<file path="src/rtl/fft_ctrl64_if.sv">
// rtl/fft_ctrl64_if.sv - handshake and address bus between fft_ctrl64 and buffer/core8 side
interface fft_ctrl64_if;
  logic        start_i;
  logic        busy_o;
  logic        done_o;
  logic        rd_en_o;
  logic        rd_bank_o;
  logic [47:0] rd_addr_o;
  logic        wr_en_o;
  logic        wr_bank_o;
  logic [47:0] wr_addr_o;
  logic        tw_en_o;
  logic [47:0] tw_idx_o;

  modport master (
    input  start_i,
    output busy_o, done_o,
    output rd_en_o, rd_bank_o, rd_addr_o,
    output wr_en_o, wr_bank_o, wr_addr_o,
    output tw_en_o, tw_idx_o
  );

  modport slave (
    output start_i,
    input  busy_o, done_o,
    input  rd_en_o, rd_bank_o, rd_addr_o,
    input  wr_en_o, wr_bank_o, wr_addr_o,
    input  tw_en_o, tw_idx_o
  );
endinterface

</file>
<file path="src/rtl/fft_ctrl64.sv">
// rtl/fft_ctrl64.sv - two-pass radix-8 sequencer for a 64-point FFT over one core8 datapath
module fft_ctrl64 #(
  parameter int RD_LAT = 2
) (
  input  logic         clk,
  input  logic         rstn,
  fft_ctrl64_if.master bus
);

  typedef enum logic [2:0] {IDLE, PASS0, GAP, PASS1, DRAIN, DONE} state_t;

  typedef struct packed {
    logic       v;
    logic       p;
    logic [2:0] g;
  } wr_tag_t;

  state_t     state;
  logic [2:0] grp;
  wr_tag_t    pipe [RD_LAT];
  wr_tag_t    tail;

  assign tail = pipe[RD_LAT-1];

  // Lane k of group g: sample g + 8k, i.e. {k, g} as a 6-bit address.
  function automatic logic [47:0] lanes_strided(input logic [2:0] g);
    logic [47:0] r;
    for (int k = 0; k < 8; k++) r[6*k +: 6] = {3'(k), g};
    return r;
  endfunction

  // Lane k of group g: sample 8g + k, contiguous rows of the pass-0 result.
  function automatic logic [47:0] lanes_contig(input logic [2:0] g);
    logic [47:0] r;
    for (int k = 0; k < 8; k++) r[6*k +: 6] = {g, 3'(k)};
    return r;
  endfunction

  function automatic logic [47:0] lanes_twiddle(input logic [2:0] g);
    logic [47:0] r;
    for (int k = 0; k < 8; k++) r[6*k +: 6] = {3'b000, g} * 6'(k);
    return r;
  endfunction

  always_ff @(posedge clk or negedge rstn) begin
    if (!rstn) begin
      state         <= IDLE;
      grp           <= '0;
      for (int i = 0; i < RD_LAT; i++) pipe[i] <= '0;
      bus.busy_o    <= 1'b0;
      bus.done_o    <= 1'b0;
      bus.rd_en_o   <= 1'b0;
      bus.rd_bank_o <= 1'b0;
      bus.rd_addr_o <= '0;
      bus.wr_en_o   <= 1'b0;
      bus.wr_bank_o <= 1'b0;
      bus.wr_addr_o <= '0;
      bus.tw_en_o   <= 1'b0;
      bus.tw_idx_o  <= '0;
    end else begin
      bus.busy_o    <= 1'b1;
      bus.done_o    <= 1'b0;
      bus.rd_en_o   <= 1'b0;
      bus.rd_bank_o <= 1'b0;
      bus.rd_addr_o <= '0;

      for (int i = RD_LAT - 1; i > 0; i--) pipe[i] <= pipe[i-1];
      pipe[0] <= '0;

      // Write side is driven only by the delayed tag, never by the read counter.
      bus.wr_en_o   <= tail.v;
      bus.wr_bank_o <= tail.v & ~tail.p;
      bus.wr_addr_o <= tail.v ? lanes_strided(tail.g) : '0;
      bus.tw_en_o   <= tail.v & ~tail.p;
      bus.tw_idx_o  <= (tail.v && !tail.p) ? lanes_twiddle(tail.g) : '0;

      case (state)
        IDLE: begin
          bus.busy_o <= bus.start_i;
          grp        <= '0;
          if (bus.start_i) state <= PASS0;
        end
        PASS0: begin
          bus.rd_en_o   <= 1'b1;
          bus.rd_addr_o <= lanes_strided(grp);
          pipe[0]       <= '{v: 1'b1, p: 1'b0, g: grp};
          grp           <= grp + 3'd1;
          if (grp == 3'd7) state <= GAP;
        end
        GAP: begin
          // Every pass-1 group touches all pass-0 groups, so wait for the last write.
          if (tail.v && !tail.p && tail.g == 3'd7) state <= PASS1;
        end
        PASS1: begin
          bus.rd_en_o   <= 1'b1;
          bus.rd_bank_o <= 1'b1;
          bus.rd_addr_o <= lanes_contig(grp);
          pipe[0]       <= '{v: 1'b1, p: 1'b1, g: grp};
          grp           <= grp + 3'd1;
          if (grp == 3'd7) state <= DRAIN;
        end
        DRAIN: begin
          if (tail.v && tail.p && tail.g == 3'd7) state <= DONE;
        end
        DONE: begin
          bus.done_o <= 1'b1;
          state      <= IDLE;
        end
        default: state <= IDLE;
      endcase
    end
  end

endmodule

</file>
<file path="src/flat_wrapper.sv">
// flat-port wrapper written by rule: the top's interface ports become plain ports
module fft_ctrl64_flat 
#(
  parameter int RD_LAT = 2
)
  (clk, rstn, bus_start_i, bus_busy_o, bus_done_o, bus_rd_en_o, bus_rd_bank_o, bus_rd_addr_o, bus_wr_en_o, bus_wr_bank_o, bus_wr_addr_o, bus_tw_en_o, bus_tw_idx_o);
  fft_ctrl64_if bus_i ();
  input  logic clk;
  input  logic rstn;
  input wire logic [$bits(bus_i.start_i)-1:0] bus_start_i;
  output wire logic [$bits(bus_i.busy_o)-1:0] bus_busy_o;
  output wire logic [$bits(bus_i.done_o)-1:0] bus_done_o;
  output wire logic [$bits(bus_i.rd_en_o)-1:0] bus_rd_en_o;
  output wire logic [$bits(bus_i.rd_bank_o)-1:0] bus_rd_bank_o;
  output wire logic [$bits(bus_i.rd_addr_o)-1:0] bus_rd_addr_o;
  output wire logic [$bits(bus_i.wr_en_o)-1:0] bus_wr_en_o;
  output wire logic [$bits(bus_i.wr_bank_o)-1:0] bus_wr_bank_o;
  output wire logic [$bits(bus_i.wr_addr_o)-1:0] bus_wr_addr_o;
  output wire logic [$bits(bus_i.tw_en_o)-1:0] bus_tw_en_o;
  output wire logic [$bits(bus_i.tw_idx_o)-1:0] bus_tw_idx_o;
  assign bus_i.start_i = bus_start_i;
  assign bus_busy_o = bus_i.busy_o;
  assign bus_done_o = bus_i.done_o;
  assign bus_rd_en_o = bus_i.rd_en_o;
  assign bus_rd_bank_o = bus_i.rd_bank_o;
  assign bus_rd_addr_o = bus_i.rd_addr_o;
  assign bus_wr_en_o = bus_i.wr_en_o;
  assign bus_wr_bank_o = bus_i.wr_bank_o;
  assign bus_wr_addr_o = bus_i.wr_addr_o;
  assign bus_tw_en_o = bus_i.tw_en_o;
  assign bus_tw_idx_o = bus_i.tw_idx_o;
  fft_ctrl64 #(.RD_LAT(RD_LAT)) u_core (.clk(clk), .rstn(rstn), .bus(bus_i));
endmodule
</file>
<file path="config.mk">
export PLATFORM = sky130hd
export DESIGN_NAME = fft_ctrl64_flat
export DESIGN_NICKNAME = d
export VERILOG_FILES = /design/src/rtl/fft_ctrl64_if.sv /design/src/rtl/fft_ctrl64.sv /design/src/flat_wrapper.sv
export SDC_FILE = /design/constraint.sdc
export NUM_CORES = 1
export LEC_CHECK = 0
export ABC_AREA = 1
export BUFFER_PORTS_ARGS = -buffer_cell sky130_fd_sc_hd__buf_2
export CORE_ASPECT_RATIO = 0.75
export CORE_MARGIN = 3
export CORE_UTILIZATION = 48
export CTS_CLUSTER_DIAMETER = 120
export DETAILED_ROUTE_END_ITERATION = 16
export PLACE_DENSITY_LB_ADDON = 0.1
export SYNTH_ARGS = -nofsm -noshare
export SYNTH_HDL_FRONTEND = slang
export SYNTH_SLANG_ARGS = --single-unit
</file>
<file path="constraint.sdc">
create_clock -name clk -period 4.9 [get_ports clk]
set_input_delay 0.735 -clock clk [delete_from_list [all_inputs] [get_ports clk]]
set_output_delay 0.735 -clock clk [all_outputs]
set_load 0.02 [all_outputs]
</file>
==> run_summary.xml <==
<?xml version="1.0" encoding="UTF-8"?>
<metrics>
  <group name="outcome">
    <metric name="status" unit="">complete, no violations</metric>
  </group>
  <group name="route">
    <metric name="viasPerCell" unit="">4.03</metric>
    <metric name="route.detailed.drc" unit="">0</metric>
    <metric name="route.detailed.wl_per_inst" unit="µm">11.0</metric>
    <metric name="drt_iter0_drc" unit="">35</metric>
    <metric name="dr.pass1.iters" unit="">4</metric>
    <metric name="detail-route-antenna-nets" unit="">0</metric>
    <metric name="wirelength" unit="mm">4.47</metric>
    <metric name="routed-via-count" unit="">1634</metric>
  </group>
  <group name="layout">
    <metric name="n_antenna_cell" unit="">0</metric>
    <metric name="post_layout_nonfiller_instances" unit="">405</metric>
    <metric name="final_layout_size_suffix_gt1_frac" unit="">0.427</metric>
    <metric name="synthToLayoutAreaGrowth" unit="%">0.887</metric>
    <metric name="filler_cell_count" unit="">529</metric>
    <metric name="finish.net_count" unit="">346</metric>
  </group>
  <group name="critical_path">
    <metric name="rrSetupSlack" unit="ns">2.94</metric>
    <metric name="crit_type" unit="">reg2reg</metric>
    <metric name="worst_setup_path_start_kind" unit="">flop</metric>
    <metric name="cp_data_required_time" unit="ns">5.08</metric>
    <metric name="critPathMostFrequentCell" unit="">sky130_fd_sc_hd__fa_1</metric>
    <metric name="cp_slowest_stage_delay" unit="ns">0.56</metric>
    <metric name="critical_path_buf_inv_count" unit="">0</metric>
    <metric name="r2r-start" unit="">u_core.pipe[2]$_DFF_PN0_</metric>
    <metric name="critical-path-slowest-cell" unit="">sky130_fd_sc_hd__dfrtp_1</metric>
    <metric name="crit_fanout" unit="">10</metric>
    <metric name="worstReg2RegEnd" unit="">u_core.bus.tw_idx_o[46]$_DFF_PN0_</metric>
    <metric name="worst_r2r_path_cells" unit="">5</metric>
    <metric name="worstSetupEndpointType" unit="">flop</metric>
    <metric name="kind_of_cell_adding_the_most_delay_to_the_critical_path" unit="">adder cells</metric>
    <metric name="timing.critical_path.cells" unit="">fa_1 -&gt; ha_1 -&gt; fa_1 -&gt; o21ai_0 -&gt; a21oi_1</metric>
    <metric name="timing.critical_path.arrival" unit="ns">2.14</metric>
  </group>
  <group name="floorplanning">
    <metric name="start_util" unit="">0.513</metric>
    <metric name="boundaryPins" unit="">154</metric>
    <metric name="die_height" unit="µm">72.4</metric>
    <metric name="core.rowCount" unit="">23</metric>
    <metric name="chipWidth" unit="µm">94.5</metric>
    <metric name="core-area" unit="µm²">5500</metric>
    <metric name="floorplan.die_area" unit="µm²">6840</metric>
  </group>
  <group name="synthesis">
    <metric name="synth_adder_area_share" unit="">0.0728</metric>
    <metric name="synth_top_cells_by_count" unit="">sky130_fd_sc_hd__buf_4, sky130_fd_sc_hd__dfrtp_1, sky130_fd_sc_hd__nor2_1</metric>
    <metric name="yosys_warnings" unit="">0</metric>
    <metric name="synth-xor-area-share" unit="">0.00311</metric>
    <metric name="yosys_most_used_dff" unit="">sky130_fd_sc_hd__dfrtp_1</metric>
    <metric name="synth_top_cell_by_area" unit="">sky130_fd_sc_hd__dfrtp_1</metric>
    <metric name="synth_compound_gate_area_share" unit="">0.0293</metric>
    <metric name="ys_ff_latch" unit="">51</metric>
    <metric name="synth.top_cell.area_share" unit="">0.453</metric>
    <metric name="post_synth_main_area_contributors" unit="">sky130_fd_sc_hd__dfrtp_1, sky130_fd_sc_hd__buf_4, sky130_fd_sc_hd__ha_1</metric>
    <metric name="avgSynthCellArea" unit="µm²">9.83</metric>
    <metric name="synth_top_family_by_area" unit="">buffers and inverters</metric>
    <metric name="syn-instance-count" unit="">287</metric>
    <metric name="synth_async_sr_flop_share" unit="">1.00</metric>
    <metric name="synth-edff-count" unit="">0</metric>
    <metric name="synthDistinctLibCells" unit="">21</metric>
    <metric name="synth-simple-area-share" unit="">0.0905</metric>
    <metric name="yosysSeqAreaShare" unit="">0.453</metric>
    <metric name="syn_area" unit="µm²">2820</metric>
    <metric name="synth_most_common_cell" unit="">sky130_fd_sc_hd__buf_4</metric>
    <metric name="post_synth_mux_area_share" unit="">0</metric>
  </group>
  <group name="run">
    <metric name="drv_cap" unit="">0</metric>
  </group>
  <group name="sta">
    <metric name="max_clock_freq" unit="MHz">511</metric>
    <metric name="final_worst_path_setup_slack" unit="ns">2.94</metric>
    <metric name="rsz_0062_raised_after_global_routing" unit="">false</metric>
    <metric name="setup_tns" unit="ns">0</metric>
    <metric name="max-slew-margin-rel" unit="">0.282</metric>
    <metric name="shortest_period_the_worst_path_allows" unit="ns">1.96</metric>
    <metric name="timing.final.hold_violations" unit="">0</metric>
    <metric name="transition_at_the_pin_with_the_smallest_max_transition_slack" unit="ns">1.08</metric>
    <metric name="setup_viol" unit="">0</metric>
    <metric name="fin_skew" unit="ns">0.00296</metric>
    <metric name="max_slew_violation_total_from_the_final_report" unit="">0</metric>
    <metric name="fin_crit_sh" unit="">0.400</metric>
  </group>
  <group name="cts">
    <metric name="cts_post_setup_buffers_inserted" unit="">0</metric>
    <metric name="cts.root.buffer_cell" unit="">sky130_fd_sc_hd__clkbuf_8</metric>
    <metric name="clock_tree.buffer_depth" unit="">2</metric>
    <metric name="cts_buffers" unit="">5</metric>
    <metric name="htreeDepth" unit="">2</metric>
    <metric name="tritoncts_clock_tree" unit="">done</metric>
    <metric name="cts_resized" unit="">0</metric>
    <metric name="cts_hold_buffers" unit="">0</metric>
    <metric name="insertion_delay" unit="ns">0.29</metric>
    <metric name="cts.clk_slew.worst_paths" unit="ns">0.08</metric>
    <metric name="sink_count" unit="">51</metric>
  </group>
  <group name="global_route">
    <metric name="grt_antenna_before_repair" unit="">0</metric>
    <metric name="grt_start_max_net_pins" unit="">52</metric>
    <metric name="grt_first_pass_wirelength" unit="mm">6.35</metric>
    <metric name="first_global_vias" unit="">1315</metric>
    <metric name="globalRouteOverflowTotal" unit="">0</metric>
    <metric name="total_routing_usage_gr" unit="">0.120</metric>
  </group>
  <group name="pwr">
    <metric name="power.sequential.fraction" unit="">0.332</metric>
    <metric name="clkPwrFrac" unit="">0.104</metric>
    <metric name="p_sw_frac" unit="">0.520</metric>
    <metric name="power_switching" unit="W">0.00112</metric>
    <metric name="comb_power_share" unit="">0.564</metric>
    <metric name="leakagePower" unit="nW">1.79</metric>
    <metric name="totalPowerFinal" unit="W">0.00216</metric>
    <metric name="cellInternalPower" unit="W">0.00104</metric>
    <metric name="power-per-cell-area" unit="nW/µm²">759</metric>
    <metric name="power.ir.vdd_worst" unit="V">0.000241</metric>
  </group>
  <group name="placement">
    <metric name="placement.setup.worst_slack" unit="ns">2.94</metric>
    <metric name="input_output_buffers" unit="">124</metric>
    <metric name="detailed_place_hpwl" unit="mm">3.52</metric>
    <metric name="globalplace.congestion" unit="">0.882</metric>
    <metric name="dp.cells" unit="">397</metric>
  </group>
  <group name="min_path">
    <metric name="hold_path_depth" unit="">0</metric>
    <metric name="holdCritStartpoint" unit="">u_core.pipe[7]$_DFF_PN0_</metric>
    <metric name="holdCritPathClass" unit="">reg2reg</metric>
    <metric name="holdPathEnd" unit="">u_core.pipe[2]$_DFF_PN0_</metric>
  </group>
</metrics>
==> stage by stage <==
step           cell area, µm²   util  hold slack, ns
2_1_floorplan            2930      -           0.331
3_3_place_gp             2760  0.503           0.335
3_5_place_dp             2760  0.503           0.336
4_1_cts                  2850  0.518           0.358
5_1_grt                  2850  0.518           0.365
6_report                 2850  0.518           0.355
==> area by class of cell <==
class                           instances  area (µm²)  area share
Clock buffer                            7        76.3      0.0268
Clock inverter                          1        5.00     0.00176
Inverter                               30         113      0.0396
Multi-Input combinational cell        117         661       0.232
Sequential cell                        51        1280       0.449
Tap cell                               75        93.8      0.0330
Timing Repair Buffer                  124         621       0.218
==> worst max-delay path by stage <==
stage | from | cells past startpoint | endpoint | slack, ns
CTS | u_core.pipe[2]$_DFF_PN0_ | 5 | u_core.bus.tw_idx_o[46]$_DFF_PN0_ | 2.93
finish | u_core.pipe[2]$_DFF_PN0_ | 5 | u_core.bus.tw_idx_o[46]$_DFF_PN0_ | 2.94
global route | u_core.pipe[2]$_DFF_PN0_ | 5 | u_core.bus.tw_idx_o[46]$_DFF_PN0_ | 2.82
floorplan | u_core.pipe[2]$_DFF_PN0_ | 5 | u_core.bus.tw_idx_o[46]$_DFF_PN0_ | 3.06
global placement | u_core.pipe[2]$_DFF_PN0_ | 5 | u_core.bus.tw_idx_o[46]$_DFF_PN0_ | 2.98
detailed placement | u_core.pipe[2]$_DFF_PN0_ | 5 | u_core.bus.tw_idx_o[46]$_DFF_PN0_ | 2.94
==> cells in the final DEF, fill, tap and decap left out, types with 2 or more instances in the layout <==
cell type and instances:
sky130_fd_sc_hd__buf_2 124, sky130_fd_sc_hd__dfrtp_1 51, sky130_fd_sc_hd__conb_1 29, sky130_fd_sc_hd__nor2_1 27, sky130_fd_sc_hd__inv_1 26, sky130_fd_sc_hd__nand2_1 17, sky130_fd_sc_hd__a21oi_1 11, sky130_fd_sc_hd__ha_1 10
sky130_fd_sc_hd__nand3_1 5, sky130_fd_sc_hd__clkbuf_8 5, sky130_fd_sc_hd__inv_2 4, sky130_fd_sc_hd__o21ai_0 4, sky130_fd_sc_hd__fa_1 4, sky130_fd_sc_hd__nand3_2 2, sky130_fd_sc_hd__nand2_2 2, sky130_fd_sc_hd__clkbuf_1 2
==> cells by family (layout without fill, tap and decap cells) <==
logic type | after synthesis | in the layout
buffers and inverters | 147 | 162
DFF | 51 | 51
xor gates and xnor gates | 1 | 1
adders and majority gates | 14 | 14
other | 1 | 29
AOI/OAI and AO/OA | 16 | 16
and+or+nand+nor | 57 | 57
==> power groups by stage <==
| stage | clock, W | sequential [W] | combinational (W) |
|---|---|---|---|
| 2_1_floorplan | 0 | 0.000835 | 0.00106 |
| 3_3_place_gp | 0 | 0.000722 | 0.00124 |
| 3_5_place_dp | 0 | 0.000728 | 0.00124 |
| 4_1_cts | 0.000237 | 0.000721 | 0.00124 |
| 5_1_grt | 0.000248 | 0.000748 | 0.00133 |
| 6_report | 0.000225 | 0.000716 | 0.00122 |
==> flip-flops by register name, summed over array words and instances (netlist names) <==
signal                count
u_core.pipe               9
u_core.bus.wr_addr_o      4
u_core.bus.tw_idx_o      15
u_core.bus.rd_addr_o     12
u_core.bus.rd_en_o        1
u_core.bus.rd_bank_o      1
u_core.state              3
u_core.bus.busy_o         1
u_core.bus.done_o         1
u_core.grp                3
u_core.bus.wr_bank_o      1
==> routing by layer <==
metal  up-vias  GRT usage  wire, µm
li1        804          -         -
met1       747      0.161      1920
met2        81      0.193      2150
met3         2     0.0290       389
met4         0     0.0432        14
met5         -          0         0
(Power assumes the default switching activity.)
